## config.mk

```make
export PLATFORM = sky130hd
export DESIGN_NAME = paddle_controller_flat
export DESIGN_NICKNAME = d
export VERILOG_FILES = /design/src/rtl/paddle_controller_if.sv /design/src/rtl/paddle_controller.sv /design/src/flat_wrapper.sv
export SDC_FILE = /design/constraint.sdc
export NUM_CORES = 1
export LEC_CHECK = 0
export CORE_UTILIZATION = 45
export CTS_BUF_LIST = sky130_fd_sc_hd__clkbuf_8
export CTS_CLUSTER_DIAMETER = 50
export CTS_CLUSTER_SIZE = 16
export DETAILED_ROUTE_END_ITERATION = 16
export HOLD_SLACK_MARGIN = 0.06
export MAX_ROUTING_LAYER = met4
export SYNTH_ARGS = -nofsm -noshare
export SYNTH_HDL_FRONTEND = slang
export SYNTH_SLANG_ARGS = --single-unit
```

## constraint.sdc

```tcl
create_clock -name clk -period 5.2 [get_ports clk]
set_input_delay 1.56 -clock clk [delete_from_list [all_inputs] [get_ports clk]]
set_output_delay 1.56 -clock clk [all_outputs]
set_load 0.02 [all_outputs]
```

## src/rtl/paddle_controller_if.sv

```systemverilog
// Paddle controller signal bundle: frame tick, raw buttons and recenter in,
// registered paddle position and speed out.
interface paddle_controller_if;
  logic       timing_tick;
  logic       btn_up;
  logic       btn_down;
  logic       recenter;
  logic [9:0] y_pad;
  logic [3:0] pad_speed;

  modport master (
    output timing_tick, btn_up, btn_down, recenter,
    input  y_pad, pad_speed
  );

  modport slave (
    input  timing_tick, btn_up, btn_down, recenter,
    output y_pad, pad_speed
  );
endinterface

```

## src/rtl/paddle_controller.sv

```systemverilog
// Paddle controller: synchronises and debounces two push-buttons, then moves
// the paddle once per frame tick with a speed that ramps while a button is
// held. Position is clamped to the visible area; recenter returns it to the
// middle and overrides a coincident tick.
module paddle_controller #(
  parameter int SCREEN_H        = 768,
  parameter int PAD_HEIGHT      = 72,
  parameter int DEBOUNCE_CYCLES = 50000,
  parameter int V_MIN           = 1,
  parameter int V_MAX           = 6,
  parameter int ACCEL_TICKS     = 8
) (
  input logic                clk,
  input logic                rst,
  paddle_controller_if.slave pif
);

  localparam int Y_MAX  = SCREEN_H - PAD_HEIGHT;
  localparam int Y_CTR  = Y_MAX / 2;
  localparam int DB_W   = $clog2(DEBOUNCE_CYCLES + 1);
  localparam int HOLD_W = $clog2(ACCEL_TICKS + 1);

  localparam logic [DB_W-1:0]   DB_LAST = DB_W'(DEBOUNCE_CYCLES - 1);
  localparam logic [10:0]       Y_MAX_W = 11'(Y_MAX);
  localparam logic [9:0]        Y_CTR_L = 10'(Y_CTR);
  localparam logic [3:0]        V_MIN_L = 4'(V_MIN);
  localparam logic [3:0]        V_MAX_L = 4'(V_MAX);
  localparam logic [HOLD_W-1:0] ACCEL_L = HOLD_W'(ACCEL_TICKS);

  typedef enum logic [1:0] {IDLE, MOVE_UP, MOVE_DOWN} state_t;

  logic              up_s1_q, up_s2_q, dn_s1_q, dn_s2_q;
  logic              up_db_q, up_db_d, dn_db_q, dn_db_d;
  logic [DB_W-1:0]   up_cnt_q, up_cnt_d, dn_cnt_q, dn_cnt_d;
  state_t            state_q, state_d, dir;
  logic [9:0]        y_q, y_d;
  logic [3:0]        spd_q, spd_d;
  logic [HOLD_W-1:0] hold_q, hold_d, hold_inc;

  // Counter restarts whenever the synced level agrees with the accepted level;
  // the accepted level flips only after DEBOUNCE_CYCLES disagreeing cycles.
  function automatic logic [DB_W:0] debounce_next(input logic sync, input logic db,
                                                  input logic [DB_W-1:0] cnt);
    if (sync == db)     return {db, {DB_W{1'b0}}};
    if (cnt == DB_LAST) return {~db, {DB_W{1'b0}}};
    return {db, cnt + DB_W'(1)};
  endfunction

  // Speed ramps by one and saturates at V_MAX.
  function automatic logic [3:0] sat_inc(input logic [3:0] spd);
    return (spd >= V_MAX_L) ? V_MAX_L : spd + 4'd1;
  endfunction

  // Move by spd lines with 11-bit headroom so neither limit can wrap.
  function automatic logic [9:0] move_y(input logic [9:0] y, input logic [3:0] spd,
                                        input logic up);
    logic [10:0] y_w, s_w, sum;
    y_w = {1'b0, y};
    s_w = {7'd0, spd};
    sum = y_w + s_w;
    if (up) return (y_w >= s_w) ? 10'(y_w - s_w) : 10'd0;
    return (sum <= Y_MAX_W) ? 10'(sum) : 10'(Y_MAX_W);
  endfunction

  // Debounce both synchronised button levels.
  always_comb begin
    {up_db_d, up_cnt_d} = debounce_next(up_s2_q, up_db_q, up_cnt_q);
    {dn_db_d, dn_cnt_d} = debounce_next(dn_s2_q, dn_db_q, dn_cnt_q);
  end

  // Direction decode and per-tick paddle FSM; recenter wins over the tick.
  always_comb begin
    state_d  = state_q;
    y_d      = y_q;
    spd_d    = spd_q;
    hold_d   = hold_q;
    hold_inc = hold_q + HOLD_W'(1);
    dir      = IDLE;
    if (up_db_q && !dn_db_q)      dir = MOVE_UP;
    else if (dn_db_q && !up_db_q) dir = MOVE_DOWN;

    if (pif.recenter) begin
      y_d     = Y_CTR_L;
      state_d = IDLE;
      spd_d   = V_MIN_L;
      hold_d  = '0;
    end else if (pif.timing_tick) begin
      if (dir != state_q) begin
        state_d = dir;
        spd_d   = V_MIN_L;
        if (dir == IDLE) begin
          hold_d = '0;
        end else begin
          y_d    = move_y(y_q, V_MIN_L, dir == MOVE_UP);
          hold_d = HOLD_W'(1);
        end
      end else if (state_q != IDLE) begin
        y_d = move_y(y_q, spd_q, state_q == MOVE_UP);
        if (hold_inc == ACCEL_L) begin
          hold_d = '0;
          spd_d  = sat_inc(spd_q);
        end else begin
          hold_d = hold_inc;
        end
      end
    end
  end

  // Register synchronisers, debounce state and paddle state.
  always_ff @(posedge clk or negedge rst) begin
    if (!rst) begin
      up_s1_q  <= 1'b0;
      up_s2_q  <= 1'b0;
      dn_s1_q  <= 1'b0;
      dn_s2_q  <= 1'b0;
      up_db_q  <= 1'b0;
      dn_db_q  <= 1'b0;
      up_cnt_q <= '0;
      dn_cnt_q <= '0;
      state_q  <= IDLE;
      y_q      <= Y_CTR_L;
      spd_q    <= V_MIN_L;
      hold_q   <= '0;
    end else begin
      up_s1_q  <= pif.btn_up;
      up_s2_q  <= up_s1_q;
      dn_s1_q  <= pif.btn_down;
      dn_s2_q  <= dn_s1_q;
      up_db_q  <= up_db_d;
      dn_db_q  <= dn_db_d;
      up_cnt_q <= up_cnt_d;
      dn_cnt_q <= dn_cnt_d;
      state_q  <= state_d;
      y_q      <= y_d;
      spd_q    <= spd_d;
      hold_q   <= hold_d;
    end
  end

  assign pif.y_pad     = y_q;
  assign pif.pad_speed = spd_q;

endmodule
```

## src/flat_wrapper.sv

```systemverilog
// flat-port wrapper written by rule: the top's interface ports become plain ports
module paddle_controller_flat 
#(
  parameter int SCREEN_H        = 768,
  parameter int PAD_HEIGHT      = 72,
  parameter int DEBOUNCE_CYCLES = 50000,
  parameter int V_MIN           = 1,
  parameter int V_MAX           = 6,
  parameter int ACCEL_TICKS     = 8
)
  (clk, rst, pif_timing_tick, pif_btn_up, pif_btn_down, pif_recenter, pif_y_pad, pif_pad_speed);
  paddle_controller_if pif_i ();
  input logic clk;
  input logic rst;
  input wire logic [$bits(pif_i.timing_tick)-1:0] pif_timing_tick;
  input wire logic [$bits(pif_i.btn_up)-1:0] pif_btn_up;
  input wire logic [$bits(pif_i.btn_down)-1:0] pif_btn_down;
  input wire logic [$bits(pif_i.recenter)-1:0] pif_recenter;
  output wire logic [$bits(pif_i.y_pad)-1:0] pif_y_pad;
  output wire logic [$bits(pif_i.pad_speed)-1:0] pif_pad_speed;
  assign pif_i.timing_tick = pif_timing_tick;
  assign pif_i.btn_up = pif_btn_up;
  assign pif_i.btn_down = pif_btn_down;
  assign pif_i.recenter = pif_recenter;
  assign pif_y_pad = pif_i.y_pad;
  assign pif_pad_speed = pif_i.pad_speed;
  paddle_controller #(.SCREEN_H(SCREEN_H), .PAD_HEIGHT(PAD_HEIGHT), .DEBOUNCE_CYCLES(DEBOUNCE_CYCLES), .V_MIN(V_MIN), .V_MAX(V_MAX), .ACCEL_TICKS(ACCEL_TICKS)) u_core (.clk(clk), .rst(rst), .pif(pif_i));
endmodule
```

==> run_results.csv <==
group,metric,value,unit
synthesis,synth_edf_count,0,
clock_tree,htree_levels,3,
floorplan,die_area,10050,µm²
status,status,"finished, final reports clean",
floorplan,die_w,100.3,µm
floorplan,die_y,100.3,µm
power,pwr-share-clk,0.241,
timing,tns,0,ns
synthesis,synth_top_area_cell,"dfrtp_1",
route,vias_per_cell,5.932,
synthesis,syn_avg_cell_area,8.520,µm²
worst_setup_path,critPathSlowestCell,"a21oi_1",
clock_tree,worstSkewPairLatency,0.35,ns
flow_run,maxCapViolCount,0,
synthesis,synth-simple-area-share,0.2393,
route,dr.pass1.iters,5,
clock_tree,cts_hold_buffers,0,
floorplan,ios,20,
synthesis,yosys.area_share.xor_xnor,0.09675,
synthesis,ys.flop_type,"dfrtp_1",
clock_tree,cts_buffers,9,
place,dp_hpwl,7.873,mm
power,swShare,0.4058,
worst_setup_path,required,5.47,ns
final_layout,finish.net_count,538,
timing,grt_setup_unrepaired,"false",
route,wirelength,11.36,mm
synthesis,synthAdderAreaFrac,0.06392,
synthesis,synth_seq_area_share,0.3357,
final_layout,n_fill_cell,926,
synthesis,synth_compound_area_frac,0.1946,
global_route,antenna_found_initial,0,
timing,hold_viol_final,0,
route,drt_iter0_drc,321,
worst_setup_path,arrival,3.98,ns
synthesis,synth.top_cell.area_share,0.2995,
synthesis,ys_seq_elements,58,
worst_setup_path,path_cells,"clkdlybuf4s50_1 -> a21oi_1 -> nor2_1 -> a41oi_1 -> a31oi_1 -> a311o_1",
final_layout,synthToLayoutAreaGrowth,8.321,%
synthesis,syn_area,4345,µm²
clock_tree,clock_sinks,58,
timing,setup_violations,0,
synthesis,synthTopCellsByArea,"dfrtp_1, nor2_1, ha_1",
worst_setup_path,worstSetupPathType,"input port to flip-flop",
worst_setup_path,endpoint_kind,"flip-flop",
floorplan,num_rows,35,
synthesis,synth_mux_area_frac,0.01468,
power,seq_power_share,0.396,
worst_setup_path,startpoint,"pif_recenter",
synthesis,syn-num-nets,537,
final_layout,n_antenna_cell,0,
route,post_drt_wl_per_cell,17.61,µm
floorplan,start_util,0.4681,
timing,period_share,0.7145,
final_layout,drive_gt1_frac,0.08721,
clock_tree,tritoncts,"yes",
power,p_leak,1.905,nW
clock_tree,post_cts_buffers,0,
route,route.detailed.drc,0,
route,vias,3826,
power,p_int,0.0009119,W
power,pwr-share-comb,0.363,
timing,period_minus_slack,3.715,ns
clock_tree,cts_resized,0,
global_route,grt_pass1_wl,18.82,mm
global_route,grt_max_degree,59,
worst_setup_path,critPathMaxStageDelay,0.84,ns
worst_hold_path,hp-class,"flip-flop to flip-flop",
global_route,grt_pass1_vias,3657,
synthesis,synth_top_family_by_area,"simple AND/OR/NAND/NOR gates",
worst_setup_path,critPathMaxFanout,13,
synthesis,ys_async_sr_fraction,1.000,
route,drtAntennaViolNets,0,
clock_tree,clockBufferDepth,2,
timing,finClkSkew,0.01581,ns
place,globalplace.congestion,0.9507,
worst_setup_path,reg2reg_from,"u_core.pif.y_pad[0]",
floorplan,fp.coreArea,9284,µm²
power,power.density,326.0,nW/µm²
worst_setup_path,start_kind,"input port",
timing,report.final.slew_viol_count,0,
clock_tree,cts.reportedPaths.clkPinSlew,0.06,ns
synthesis,yosysWarnings,0,
clock_tree,clockRootBuffer,"clkbuf_8",
global_route,grt-ovfl-total,0,
place,port_buffers,19,
timing,worstMarginPinSlew,1.057,ns
synthesis,yosysUniqueCellTypes,72,
timing,timing.fmax,269.2,MHz
worst_hold_path,hold_start,"u_core.up_s1_q",
timing,hold_ws,0.3549,ns
global_route,grt_use_total,0.2469,
timing,relSlewSlack,0.2909,
synthesis,syn_inst,510,
power,p_sw,0.0006228,W
power,ir_worst_vdd,0.0001756,V
[flip-flops by register name (all words and copies together) (netlist names), 2 cells and up]
signal / cells
u_core.dn_cnt_q: 16
u_core.up_cnt_q: 16
u_core.pif.y_pad: 10
u_core.pif.pad_speed: 4
u_core.state_q: 2
u_core.hold_q: 4
[worst max-delay path: cells and delay by family]
kind	cells	cell delay, ns
AOI/OAI and AO/OA	4	1.50
buffers and inverters	1	0.59
and+or+nand+nor	1	0.33
[final cells by class]
| class | instances | area [µm²] | share of cell area |
|---|---|---|---|
| Clock buffer | 10 | 137.6 | 0.02924 |
| Clock inverter | 6 | 33.78 | 0.007177 |
| Inverter | 20 | 75.07 | 0.01595 |
| Multi-Input combinational cell | 402 | 2648 | 0.5625 |
| Sequential cell | 58 | 1459 | 0.3099 |
| Tap cell | 129 | 161.4 | 0.03429 |
| Timing Repair Buffer | 20 | 192.7 | 0.04094 |
[synthesized netlist by cell type (3+ instances only)]
cell / instances
o22ai_1: 4
o211ai_1: 6
a32oi_1: 3
o21ai_0: 24
dfrtp_1: 52
mux2i_1: 3
a2111oi_0: 3
ha_1: 19
a311o_1: 3
nor2b_1: 6
nand2_1: 40
mux2_2: 3
a21oi_1: 20
buf_2: 8
buf_4: 3
xnor2_1: 25
xor2_1: 23
nor4_1: 4
o21bai_1: 3
nand4_1: 11
nor2_1: 67
and2_1: 4
a211oi_1: 6
or2_2: 6
and3_1: 9
clkbuf_1: 13
inv_1: 20
nand2b_1: 5
nand3b_1: 3
or4_1: 3
nor4b_1: 4
nor3_1: 9
a31o_2: 3
nand3_1: 23
a31oi_1: 14
dfstp_2: 6
[final timing paths]
check / depth (start not counted) / slack [ns] / to
max in group asynchronous: 2 / 3.32 / u_core.pif.y_pad[1]
min in group asynchronous: 2 / 1.33 / u_core.pif.y_pad[9]
hold reg to reg: 0 / 0.35 / u_core.up_s2_q
setup / recovery: 6 / 1.48 / u_core.pif.y_pad[6]
setup reg to reg: 9 / 1.51 / u_core.pif.y_pad[0]
hold / removal: 0 / 0.35 / u_core.up_s2_q
[cells in the final DEF, fill, tap and decap left out, types with 3 or more instances in the layout]
cell / instances
clkbuf_8: 10
a32oi_1: 3
a211oi_1: 6
a31o_2: 3
xnor2_1: 25
o21ai_0: 24
and2_1: 4
and3_1: 9
nand3_1: 23
nand2b_1: 5
nand4_1: 11
nor3_1: 9
a31oi_1: 14
nor2_1: 67
nor4_1: 4
inv_1: 21
nand3b_1: 3
nor4b_1: 4
a2111oi_0: 3
o21bai_1: 3
dfstp_2: 6
o22ai_1: 4
nand2_1: 40
or4_1: 3
a21oi_1: 20
clkdlybuf4s50_1: 18
ha_1: 19
a311o_1: 3
nor2b_1: 6
clkinv_2: 3
xor2_1: 23
mux2i_1: 3
or2_2: 6
dfrtp_1: 52
o211ai_1: 6
mux2_2: 3
[per-stage QoR]
| step | utilization | setup slack, ns | total power, W | std cells | cell area (µm²) |
|---|---|---|---|---|---|
| after floorplan | - | 1.980 | 0.0009988 | 510 | 4345 |
| after global placement | 0.4885 | 1.293 | 0.001155 | 629 | 4536 |
| after detailed placement | 0.4885 | 1.186 | 0.001159 | 629 | 4536 |
| after CTS | 0.5070 | 1.535 | 0.001533 | 645 | 4707 |
| after global routing | 0.5070 | 1.213 | 0.001629 | 645 | 4707 |
| final | 0.5070 | 1.485 | 0.001535 | 645 | 4707 |
[cells by family (layout without fill, tap and decap cells)]
| logic type | after synthesis | after routing |
|---|---|---|
| simple gates | 208 | 208 |
| compound gates | 119 | 119 |
| flops | 58 | 58 |
| buf+inv | 50 | 56 |
| xor+xnor | 48 | 48 |
| fa+ha+maj | 21 | 21 |
| mux | 6 | 6 |
[metal layers]
| layer | GRT usage | part of all wire | vias up |
|---|---|---|---|
| met5 | - | 0 | - |
| met4 | 0.08696 | 0.014 | 0 |
| met3 | 0.05153 | 0.074 | 16 |
| met2 | 0.3567 | 0.44 | 162 |
| met1 | 0.3422 | 0.47 | 1815 |
| li1 | - | - | 1833 |
[power groups by stage]
| stage | clock, W | sequential [W] | combinational (W) |
|---|---|---|---|
| 4_1_cts | 0.000379 | 0.000605 | 0.000549 |
| 2_1_floorplan | 0 | 0.000565 | 0.000434 |
| 6_report | 0.000370 | 0.000607 | 0.000557 |
| 3_5_place_dp | 0 | 0.000612 | 0.000547 |
| 5_1_grt | 0.000400 | 0.000616 | 0.000612 |
| 3_3_place_gp | 0 | 0.000613 | 0.000542 |
Power figures use the tool's default switching activity.
